<file path="config.mk">
export PLATFORM = sky130hd
export DESIGN_NAME = conv_stream_feeder
export DESIGN_NICKNAME = d
export VERILOG_FILES = /design/src/rtl/conv_stream_feeder.sv
export SDC_FILE = /design/constraint.sdc
export NUM_CORES = 1
export LEC_CHECK = 0
export CORE_MARGIN = 3
export CORE_UTILIZATION = 45
export DETAILED_ROUTE_END_ITERATION = 8
export MAX_ROUTING_LAYER = met4
export PLACE_DENSITY = 0.79
export SLEW_MARGIN = 20
export SYNTH_ARGS = -nofsm -noshare
export SYNTH_HDL_FRONTEND = slang
export SYNTH_SLANG_ARGS = --single-unit
</file>
<file path="constraint.sdc">
create_clock -name clock -period 3.5 [get_ports clock]
set_input_delay 0.7 -clock clock [delete_from_list [all_inputs] [get_ports clock]]
set_output_delay 0.7 -clock clock [all_outputs]
set_load 0.03 [all_outputs]
</file>
<file path="src/rtl/conv_stream_feeder.sv">
`timescale 1ns/1ps
// -----------------------------------------------------------------------------
// conv_stream_feeder
//
// Feeds a sliding-window convolution engine. For each job it first streams
// the KX*KY kernel coefficients out of a kernel memory. It then streams an
// L x L image, row-major from address 0, out of an image memory. It also
// flags every pixel that completes a full KX x KY window.
//
// Row length L = 16 << xres_select (codes 0..4, capped by MAX_RES). Both
// memories have a 1-cycle read latency. Every stream output is registered,
// so each output appears two cycles after the read that produced it.
//
// Ports
//   clock, clock_sreset      : sole clock; asynchronous active-high reset
//   start, xres_select       : job request pulse and row-length code
//   busy, done, error        : job active, job-complete pulse, bad-code pulse
//   hold                     : downstream backpressure; suppresses image reads
//   kern_rd_addr/kern_rd_data: kernel memory read port
//   img_rd_en/img_rd_addr/img_rd_data : image memory read port
//   xres_out                 : row-length code latched for the current job
//   kernel_valid/kernel_data : kernel coefficient stream
//   data_shift/data          : pixel stream
//   enable_calc              : the pixel just shifted completes a full window
//   stall_count              : STREAM cycles lost to hold
//
// Configuration
//   CONV_FEED_PERF_CNT_EN : when defined, builds the saturating stall counter.
//                           When undefined, stall_count is tied to zero.
// -----------------------------------------------------------------------------
module conv_stream_feeder #(
    parameter int EXP     = 8,
    parameter int MANT    = 7,
    parameter int WIDTH   = 1 + EXP + MANT,
    parameter int KX      = 3,
    parameter int KY      = 3,
    parameter int MAX_RES = 256
) (
    input  logic                      clock,
    input  logic                      clock_sreset,
    input  logic                      start,
    input  logic [2:0]                xres_select,
    output logic                      busy,
    output logic                      done,
    output logic                      error,
    input  logic                      hold,
    output logic [$clog2(KX*KY)-1:0]  kern_rd_addr,
    input  logic [WIDTH-1:0]          kern_rd_data,
    output logic                      img_rd_en,
    output logic [15:0]               img_rd_addr,
    input  logic [WIDTH-1:0]          img_rd_data,
    output logic [2:0]                xres_out,
    output logic                      kernel_valid,
    output logic [WIDTH-1:0]          kernel_data,
    output logic                      data_shift,
    output logic [WIDTH-1:0]          data,
    output logic                      enable_calc,
    output logic [31:0]               stall_count
);

    localparam int NK  = KX * KY;
    localparam int KAW = $clog2(NK);
    localparam int KCW = $clog2(NK + 2);
    // Wide enough to hold L itself, not only L-1.
    localparam int RW  = $clog2(MAX_RES) + 1;

    typedef enum logic [1:0] {
        IDLE,
        LOAD_KERNEL,
        STREAM,
        DRAIN
    } state_t;

    state_t             state_q, state_d;
    logic               busy_q, busy_d;
    logic               done_q, done_d;
    logic               error_q, error_d;
    logic [2:0]         xres_q, xres_d;
    logic [RW-1:0]      len_q, len_d;
    logic [15:0]        last_addr_q, last_addr_d;
    logic [KCW-1:0]     kcnt_q, kcnt_d;
    logic [KAW-1:0]     kern_addr_q, kern_addr_d;
    logic               kv_p1_q, kv_p1_d;
    logic               kernel_valid_q, kernel_valid_d;
    logic [WIDTH-1:0]   kernel_data_q, kernel_data_d;
    logic [15:0]        img_addr_q, img_addr_d;
    logic               rd_p1_q, rd_p1_d;
    logic               data_shift_q, data_shift_d;
    logic [WIDTH-1:0]   data_q, data_d;
    logic [RW-1:0]      col_q, col_d;
    logic [RW-1:0]      row_q, row_d;
    logic               enable_calc_q, enable_calc_d;
    logic               last_pix_q, last_pix_d;

    // Row-length decode for the code on xres_select.
    logic [31:0]        len_full;
    logic [31:0]        area_full;
    logic               code_ok;

    always_comb begin
        len_full  = 32'd16 << xres_select;
        // L*L = 2^(8 + 2*code); a 16-bit slice of 65536 is 0, and minus one
        // gives the correct last address 16'hFFFF.
        area_full = 32'd256 << {xres_select, 1'b0};
        code_ok   = (xres_select <= 3'd4) && (len_full <= 32'(MAX_RES));
    end

    // Image reads are issued combinationally so hold takes effect in the
    // same cycle.
    assign img_rd_en = (state_q == STREAM) && !hold;

    always_comb begin
        // NOTE: every signal gets a default first so that no path leaves one
        // unassigned, which would infer a latch.
        state_d      = state_q;
        busy_d       = busy_q;
        done_d       = 1'b0;
        error_d      = 1'b0;
        xres_d       = xres_q;
        len_d        = len_q;
        last_addr_d  = last_addr_q;
        kcnt_d       = kcnt_q;
        kern_addr_d  = kern_addr_q;
        kv_p1_d      = 1'b0;
        img_addr_d   = img_addr_q;

        // Two-stage return path: address cycle -> memory data cycle ->
        // registered output. It runs independently of hold, so in-flight
        // reads always complete.
        rd_p1_d        = img_rd_en;
        kernel_valid_d = kv_p1_q;
        kernel_data_d  = kv_p1_q ? kern_rd_data : kernel_data_q;
        data_shift_d   = rd_p1_q;
        data_d         = rd_p1_q ? img_rd_data : data_q;

        // row_q/col_q give the position of the pixel now on data_shift.
        enable_calc_d = data_shift_q && (row_q >= RW'(KY - 1)) && (col_q >= RW'(KX - 1));
        last_pix_d    = data_shift_q && (row_q == len_q - 1'b1) && (col_q == len_q - 1'b1);
        col_d         = col_q;
        row_d         = row_q;
        if (data_shift_q) begin
            if (col_q == len_q - 1'b1) begin
                col_d = '0;
                row_d = (row_q == len_q - 1'b1) ? '0 : row_q + 1'b1;
            end else begin
                col_d = col_q + 1'b1;
            end
        end

        unique case (state_q)
            IDLE: begin
                if (start) begin
                    if (code_ok) begin
                        state_d     = LOAD_KERNEL;
                        busy_d      = 1'b1;
                        xres_d      = xres_select;
                        len_d       = len_full[RW-1:0];
                        last_addr_d = area_full[15:0] - 16'd1;
                        kcnt_d      = '0;
                        kern_addr_d = '0;
                        img_addr_d  = '0;
                        col_d       = '0;
                        row_d       = '0;
                    end else begin
                        error_d = 1'b1;
                    end
                end
            end

            LOAD_KERNEL: begin
                // kcnt runs 0..NK+1. The first NK cycles issue addresses.
                // The last two wait for the final coefficient to reach
                // kernel_valid.
                kv_p1_d = (kcnt_q < KCW'(NK));
                kcnt_d  = kcnt_q + 1'b1;
                if (kcnt_q < KCW'(NK - 1)) begin
                    kern_addr_d = kern_addr_q + 1'b1;
                end
                if (kcnt_q == KCW'(NK + 1)) begin
                    state_d = STREAM;
                end
            end

            STREAM: begin
                if (!hold) begin
                    if (img_addr_q == last_addr_q) begin
                        state_d = DRAIN;
                    end else begin
                        img_addr_d = img_addr_q + 16'd1;
                    end
                end
            end

            DRAIN: begin
                // last_pix_q rises together with the final enable_calc.
                if (last_pix_q) begin
                    state_d = IDLE;
                    done_d  = 1'b1;
                    busy_d  = 1'b0;
                end
            end

            default: state_d = IDLE;
        endcase
    end

    // NOTE: sequential state uses non-blocking assignments only, so every
    // register samples the pre-edge value of every other register.
    always_ff @(posedge clock or posedge clock_sreset) begin
        if (clock_sreset) begin
            state_q        <= IDLE;
            busy_q         <= 1'b0;
            done_q         <= 1'b0;
            error_q        <= 1'b0;
            xres_q         <= '0;
            len_q          <= RW'(16);
            last_addr_q    <= '0;
            kcnt_q         <= '0;
            kern_addr_q    <= '0;
            kv_p1_q        <= 1'b0;
            kernel_valid_q <= 1'b0;
            kernel_data_q  <= '0;
            img_addr_q     <= '0;
            rd_p1_q        <= 1'b0;
            data_shift_q   <= 1'b0;
            data_q         <= '0;
            col_q          <= '0;
            row_q          <= '0;
            enable_calc_q  <= 1'b0;
            last_pix_q     <= 1'b0;
        end else begin
            state_q        <= state_d;
            busy_q         <= busy_d;
            done_q         <= done_d;
            error_q        <= error_d;
            xres_q         <= xres_d;
            len_q          <= len_d;
            last_addr_q    <= last_addr_d;
            kcnt_q         <= kcnt_d;
            kern_addr_q    <= kern_addr_d;
            kv_p1_q        <= kv_p1_d;
            kernel_valid_q <= kernel_valid_d;
            kernel_data_q  <= kernel_data_d;
            img_addr_q     <= img_addr_d;
            rd_p1_q        <= rd_p1_d;
            data_shift_q   <= data_shift_d;
            data_q         <= data_d;
            col_q          <= col_d;
            row_q          <= row_d;
            enable_calc_q  <= enable_calc_d;
            last_pix_q     <= last_pix_d;
        end
    end

`ifdef CONV_FEED_PERF_CNT_EN
    logic [31:0] stall_q, stall_d;

    always_comb begin
        stall_d = stall_q;
        if (state_q == IDLE && start && code_ok) begin
            stall_d = '0;
        end else if (state_q == STREAM && hold && stall_q != '1) begin
            stall_d = stall_q + 32'd1;
        end
    end

    always_ff @(posedge clock or posedge clock_sreset) begin
        if (clock_sreset) begin
            stall_q <= '0;
        end else begin
            stall_q <= stall_d;
        end
    end

    assign stall_count = stall_q;
`else
    assign stall_count = '0;
`endif

    assign busy         = busy_q;
    assign done         = done_q;
    assign error        = error_q;
    assign xres_out     = xres_q;
    assign kern_rd_addr = kern_addr_q;
    assign img_rd_addr  = img_addr_q;
    assign kernel_valid = kernel_valid_q;
    assign kernel_data  = kernel_data_q;
    assign data_shift   = data_shift_q;
    assign data         = data_q;
    assign enable_calc  = enable_calc_q;

endmodule

</file>
==> reports/metrics.csv, run 1 <==
metric;value;unit
r2r_end;row_q[0]$_DFF_PP0_;
antenna_found_initial;0;
cts_resized;0;
layout_setup_ws;0.457;ns
start_util;0.473;
final-setup-viol-count;0;
dp_cells;728;
fin_setup_tns;0;ns
synthCells;498;
port_buffers;100;
grt_max_degree;79;
endpoint_kind;primary output;
ant_nets;0;
place_hpwl;8.58;mm
relSlewSlack;0.370;
drive_gt1_frac;0.118;
syn_to_final_growth;25.7;%
maxSlewViolCount;0;
fmax;329;MHz
yosys.area.top_type;dfrtp_1;
htreeDepth;3;
synthArstFlopShare;1.00;
setup.worst_path.class;flip-flop to primary output;
cts_tree;built;
worst_setup_path_start_kind;flip-flop;
dieArea;13000;um2
synth.area.top_cells;dfrtp_1, mux2_2, buf_4, ha_1, nand2_1;
dieWidth;114;um
hp-class;flip-flop to flip-flop;
period_share;0.869;
yosysSeqAreaShare;0.481;
grt_pass1_vias;3913;
grt_pass1_wl;19.3;mm
cts_buffer_depth;2;
skew;0.0105;ns
worstHoldStart;xres_out[0]$_DFFE_PP0P_;
grt-ovfl-total;0;
numCtsBuffers;9;
insertedDiodeCount;0;
synth-edff-count;0;
fin_crit;3.04;ns
cap_violations;0;
p_per_area;792;nW/um2
min_to;xres_out[0]$_DFFE_PP0P_;
worstPathMaxFanout;10;
ys_ff_latch;101;
cts-hold-fix-buffers;0;
vias_per_cell;5.45;
syn_area;5260;um2
rsz0062_at_grt;no;
r2r_slack;0.62;ns
drc;0;
wirelength;11.6;mm
r2r-start;len_q[4]$_DFFE_PP1P_;
p_leak;2.85;nW
clock_sinks;101;
dr_total_vias;4052;
rows;38;
ff2ff_path_depth;7;
grt_usage;0.185;
cts_root_buf;clkbuf_16;
final-hold-violation-count;0;
vdd_drop_max;0.623;mV
ys_types;63;
nets;654;
drt_iter0_markers;322;
syn_area_per_cell;10.6;um2
crit_required;2.80;ns
io_pins;133;
ys_warn_count;0;
fin_cells;744;
synthFlopType;dfrtp_1;
fp.dieH;114;um
crit_arrival;2.34;ns
hold_depth;2;
cts_setup_buffers;0;
routabilityCongestion;0.904;
status;completed;
synth_top_area_share;0.476;
clkTransAtPathRegs;0.07;ns
hold_ws;0.488;ns
coreArea;11100;um2
wl_per_cell;15.7;um
worst-slew-pin-transition;0.945;ns
dpl_worst_slack;0.240;ns
clock_latency;0.34;ns
dr.pass1.iters;5;
worst max-delay path: stages, from the launching register on:
cell and delay, ns:
dfrtp_1 0.41, inv_1 0.10, ha_1 0.37, inv_1 0.12
nor2_1 0.26, clkdlybuf4s50_1 0.75
worst max path at each step:
| stage | start | endpoint | slack [ns] | cells past startpoint |
|---|---|---|---|---|
| floorplan | clock_sreset | busy$_DFFE_PP0P_ | 0.15 | 1 |
| global placement | xres_select[0] | img_rd_addr[3]$_DFFE_PP0P_ | 0.35 | 8 |
| detailed placement | xres_select[2] | kern_rd_addr[0]$_DFFE_PP0P_ | 0.24 | 8 |
| CTS | state_q[0]$_DFFE_PP0P_ | img_rd_en | 0.42 | 5 |
| global route | state_q[0]$_DFFE_PP0P_ | img_rd_en | 0.28 | 5 |
| finish | state_q[0]$_DFFE_PP0P_ | img_rd_en | 0.46 | 5 |
final cells by class:
cell class              count  area (um2)
inverters                  15        58.8
multi-input cells         365        2470
repair buffers            107        1050
clock inverters             7         103
fillers                   918        4510
clock buffers               9         225
flip-flops and latches    101        2530
well taps                 140         175
Yosys cell counts (2+ instances only):
master,n
and4_1,3
inv_1,15
nor2_1,23
o21ai_0,23
nand3b_1,2
xnor2_1,13
or3_1,12
and3_1,2
nand4_1,14
a21oi_1,24
a22o_1,2
nand2_1,50
a31oi_1,4
o2111ai_1,2
nor4_1,5
nand3_1,16
ha_1,16
or3_2,2
nor2b_1,2
buf_2,2
nand4b_1,2
dfrtp_1,100
or4_1,10
nor3_1,6
buf_4,36
clkbuf_1,7
mux2_2,35
buf_1,2
xor2_1,13
nand2b_1,4
and2_1,8
o211ai_1,4
o31ai_1,8
xnor3_1,2
cells by family (layout without fill, tap and decap cells):
group / count (synthesis) / count (layout) / synth area share
and+or+nand+nor: 169 / 169 / 0.173
DFF: 101 / 101 / 0.481
AOI/OAI and AO/OA: 85 / 85 / 0.108
buffers and inverters: 63 / 138 / 0.0725
muxes: 35 / 35 / 0.0749
xor gates and xnor gates: 28 / 28 / 0.0518
adders and majority gates: 16 / 16 / 0.0380
other: 1 / 32 / 0.000713
through the flow:
stage	cell area, um2	total power [mW]	util
after floorplan	5380	3.36	-
after CTS	6610	5.28	0.594
after global routing	6610	5.56	0.594
final	6610	5.23	0.594
after global placement	6280	4.11	0.565
after detailed placement	6280	4.19	0.565
power by group:
group	internal, mW	leakage [nW]	switching [mW]
logic	1.05	1.41	1.24
clock network	0.636	0.157	0.443
registers	1.53	1.28	0.332
cell usage in the layout (no fill, tap or decap), drive strengths merged, types with 13 or more instances in the layout:
cell type        n
mux2            35
xnor2           13
or3             14
conb            32
nand3           16
dfrtp          100
xor2            13
nor2            23
ha              16
clkdlybuf4s50  100
nand4           14
inv             18
o21ai           24
nand2           50
a21oi           25
per-layer routing:
layer | vias to the layer above | GRT usage | routed length [um]
met1 | 1947 | 0.255 | 5260
met2 | 167 | 0.285 | 5320
li1 | 1921 | - | -
met4 | 0 | 0.0570 | 167
met3 | 17 | 0.0280 | 892
met5 | - | - | 0
flip-flops by register name (all words and copies together) (netlist names), 5 cells and up:
| name | count |
|---|---|
| last_addr_q | 8 |
| len_q | 5 |
| img_rd_addr | 16 |
| data | 16 |
| col_q | 9 |
| row_q | 9 |
| kernel_data | 16 |
No activity file was read; power rests on OpenSTA's default activity.
==> run 2: changes to the inputs <==
--- a/config.mk
+++ b/config.mk
@@ -6,10 +6,11 @@
 export NUM_CORES = 1
 export LEC_CHECK = 0
 export CORE_MARGIN = 3
-export CORE_UTILIZATION = 45
+export CORE_UTILIZATION = 46
+export CTS_BUF_LIST = sky130_fd_sc_hd__clkbuf_2 sky130_fd_sc_hd__clkbuf_4 sky130_fd_sc_hd__clkbuf_8
 export DETAILED_ROUTE_END_ITERATION = 8
 export MAX_ROUTING_LAYER = met4
-export PLACE_DENSITY = 0.79
+export PLACE_DENSITY = 0.81
 export SLEW_MARGIN = 20
 export SYNTH_ARGS = -nofsm -noshare
 export SYNTH_HDL_FRONTEND = slang
==> reports/metrics.csv, run 2 (synthesis results as in run 1) <==
metric;value;unit;change
maxSlewViolCount;0;;unchanged
drive_gt1_frac;0.116;;was 0.118
routabilityCongestion;0.925;;was 0.904
regArea;2530;um2;unchanged
cts_setup_buffers;0;;unchanged
clock_latency;0.37;ns;was 0.34 ns
seqPwrFrac;0.383;;was 0.357
period_share;0.874;;was 0.869
drt_iter0_markers;212;;was 322
status;completed;;unchanged
wl_per_cell;15.7;um;about the same
p_leak;2.78;nW;was 2.85 nW
cts_resized;0;;unchanged
p_total;4.86;mW;was 5.23 mW
grt_max_degree;53;;was 79
place_hpwl;8.56;mm;was 8.58 mm
grt_usage;0.190;;was 0.185
p_int;2.86;mW;was 3.22 mW
relSlewSlack;0.488;;was 0.370
fin_crit;3.06;ns;was 3.04 ns
combPwrFrac;0.470;;was 0.437
clkTransAtPathRegs;0.10;ns;was 0.07 ns
worst-slew-pin-transition;0.769;ns;was 0.945 ns
rsz0062_at_grt;no;;unchanged
cts-hold-fix-buffers;0;;unchanged
final-hold-violation-count;0;;unchanged
start_util;0.477;;was 0.473
endpoint_kind;primary output;;unchanged
dr_total_vias;3970;;was 4052
dp_cells;727;;was 728
skew;0.00603;ns;was 0.0105 ns
drc;0;;unchanged
fmax;327;MHz;was 329 MHz
p_per_area;750;nW/um2;was 792 nW/um2
multi_input_area;2470;um2;unchanged
p_clk_frac;0.147;;was 0.206
cts_tree;built;;unchanged
fin_setup_tns;0;ns;unchanged
fin_cells;743;;was 744
syn_to_final_growth;23.1;%;was 25.7%
cap_violations;0;;unchanged
ant_nets;0;;unchanged
fp.dieH;113;um;was 114 um
worst_setup_path_start_kind;flip-flop;;unchanged
hp-class;flip-flop to flip-flop;;unchanged
nets;653;;was 654
insertedDiodeCount;0;;unchanged
grt_pass1_vias;3905;;was 3913
coreArea;11000;um2;was 11100 um2
numCtsBuffers;9;;unchanged
cts_buffer_depth;2;;unchanged
clock_sinks;101;;unchanged
crit_arrival;2.36;ns;was 2.34 ns
fill_cells;941;;was 918
dr.pass1.iters;4;;was 5
crit_required;2.80;ns;about the same
cts_root_buf;clkbuf_8;;was clkbuf_16
wirelength;11.7;mm;was 11.6 mm
power.switching;1.99;mW;was 2.02 mW
antenna_found_initial;0;;unchanged
grt-ovfl-total;0;;unchanged
vias_per_cell;5.34;;was 5.45
rows;38;;unchanged
port_buffers;100;;unchanged
worstPathMaxFanout;10;;unchanged
setup.worst_path.class;flip-flop to primary output;;unchanged
htreeDepth;3;;unchanged
io_pins;133;;unchanged
final-setup-viol-count;0;;unchanged
grt_pass1_wl;19.3;mm;unchanged
dieWidth;113;um;was 114 um
dieArea;12800;um2;was 13000 um2
layout_common_cells;dfrtp_1, clkdlybuf4s50_1, nand2_1, mux2_2, conb_1;;unchanged
switching_share;0.410;;was 0.385
vdd_drop_max;0.534;mV;was 0.623 mV
-- run 2: worst paths after layout --
path,start,endpoint,slack (ns),depth (start not counted)
worst max register to register,len_q[4]$_DFFE_PP1P_,row_q[8]$_DFF_PP0_,0.64,7
worst max-delay path,state_q[0]$_DFFE_PP0P_,img_rd_en,0.44,5
max in group asynchronous,clock_sreset,len_q[4]$_DFFE_PP1P_,1.98,3
min in group asynchronous,clock_sreset,kernel_data[13]$_DFFE_PP0P_,0.76,2
worst min-delay path,kern_rd_addr[3]$_DFFE_PP0P_,kern_rd_addr[3]$_DFFE_PP0P_,0.48,1
worst min register to register,kern_rd_addr[3]$_DFFE_PP0P_,kern_rd_addr[3]$_DFFE_PP0P_,0.48,1
-- run 2: per-layer routing --
metal  GRT usage  wire, um
met5           -         0
met4      0.0577       240
met3      0.0396       851
met2       0.299      5390
met1       0.250      5170
-- run 2: power by group through the flow --
stage / Combinational, mW / Sequential [mW] / Clock [mW]
floorplan: 1.08 / 2.28 / 0
global placement: 2.24 / 1.87 / 0
detailed placement: 2.29 / 1.89 / 0
CTS: 2.30 / 1.87 / 0.740
global route: 2.46 / 1.93 / 0.780
finish: 2.28 / 1.86 / 0.713
-- run 2: critical path: stages (launching register included) --
cell and delay [ns]:
dfrtp_1 0.43, inv_1 0.10, ha_1 0.34, inv_1 0.12
nor2_1 0.26, clkdlybuf4s50_1 0.73
-- run 2: layout make-up --
type / instances / area share
Inverter: 15 / 0.00908
Clock inverter: 6 / 0.00869
Sequential cell: 101 / 0.390
Tap cell: 140 / 0.0270
Clock buffer: 10 / 0.0203
Multi-Input combinational cell: 365 / 0.381
Timing Repair Buffer: 106 / 0.163
-- run 2: metrics by stage --
step | hold slack [ns] | instance area (um2) | util | setup WS [ns]
6_report | 0.481 | 6480 | 0.587 | 0.440
5_1_grt | 0.524 | 6480 | 0.587 | 0.299
4_1_cts | 0.492 | 6480 | 0.587 | 0.382
3_5_place_dp | 0.477 | 6290 | 0.570 | 0.260
3_3_place_gp | 0.465 | 6290 | 0.570 | 0.359
2_1_floorplan | 0.352 | 5380 | - | 0.155
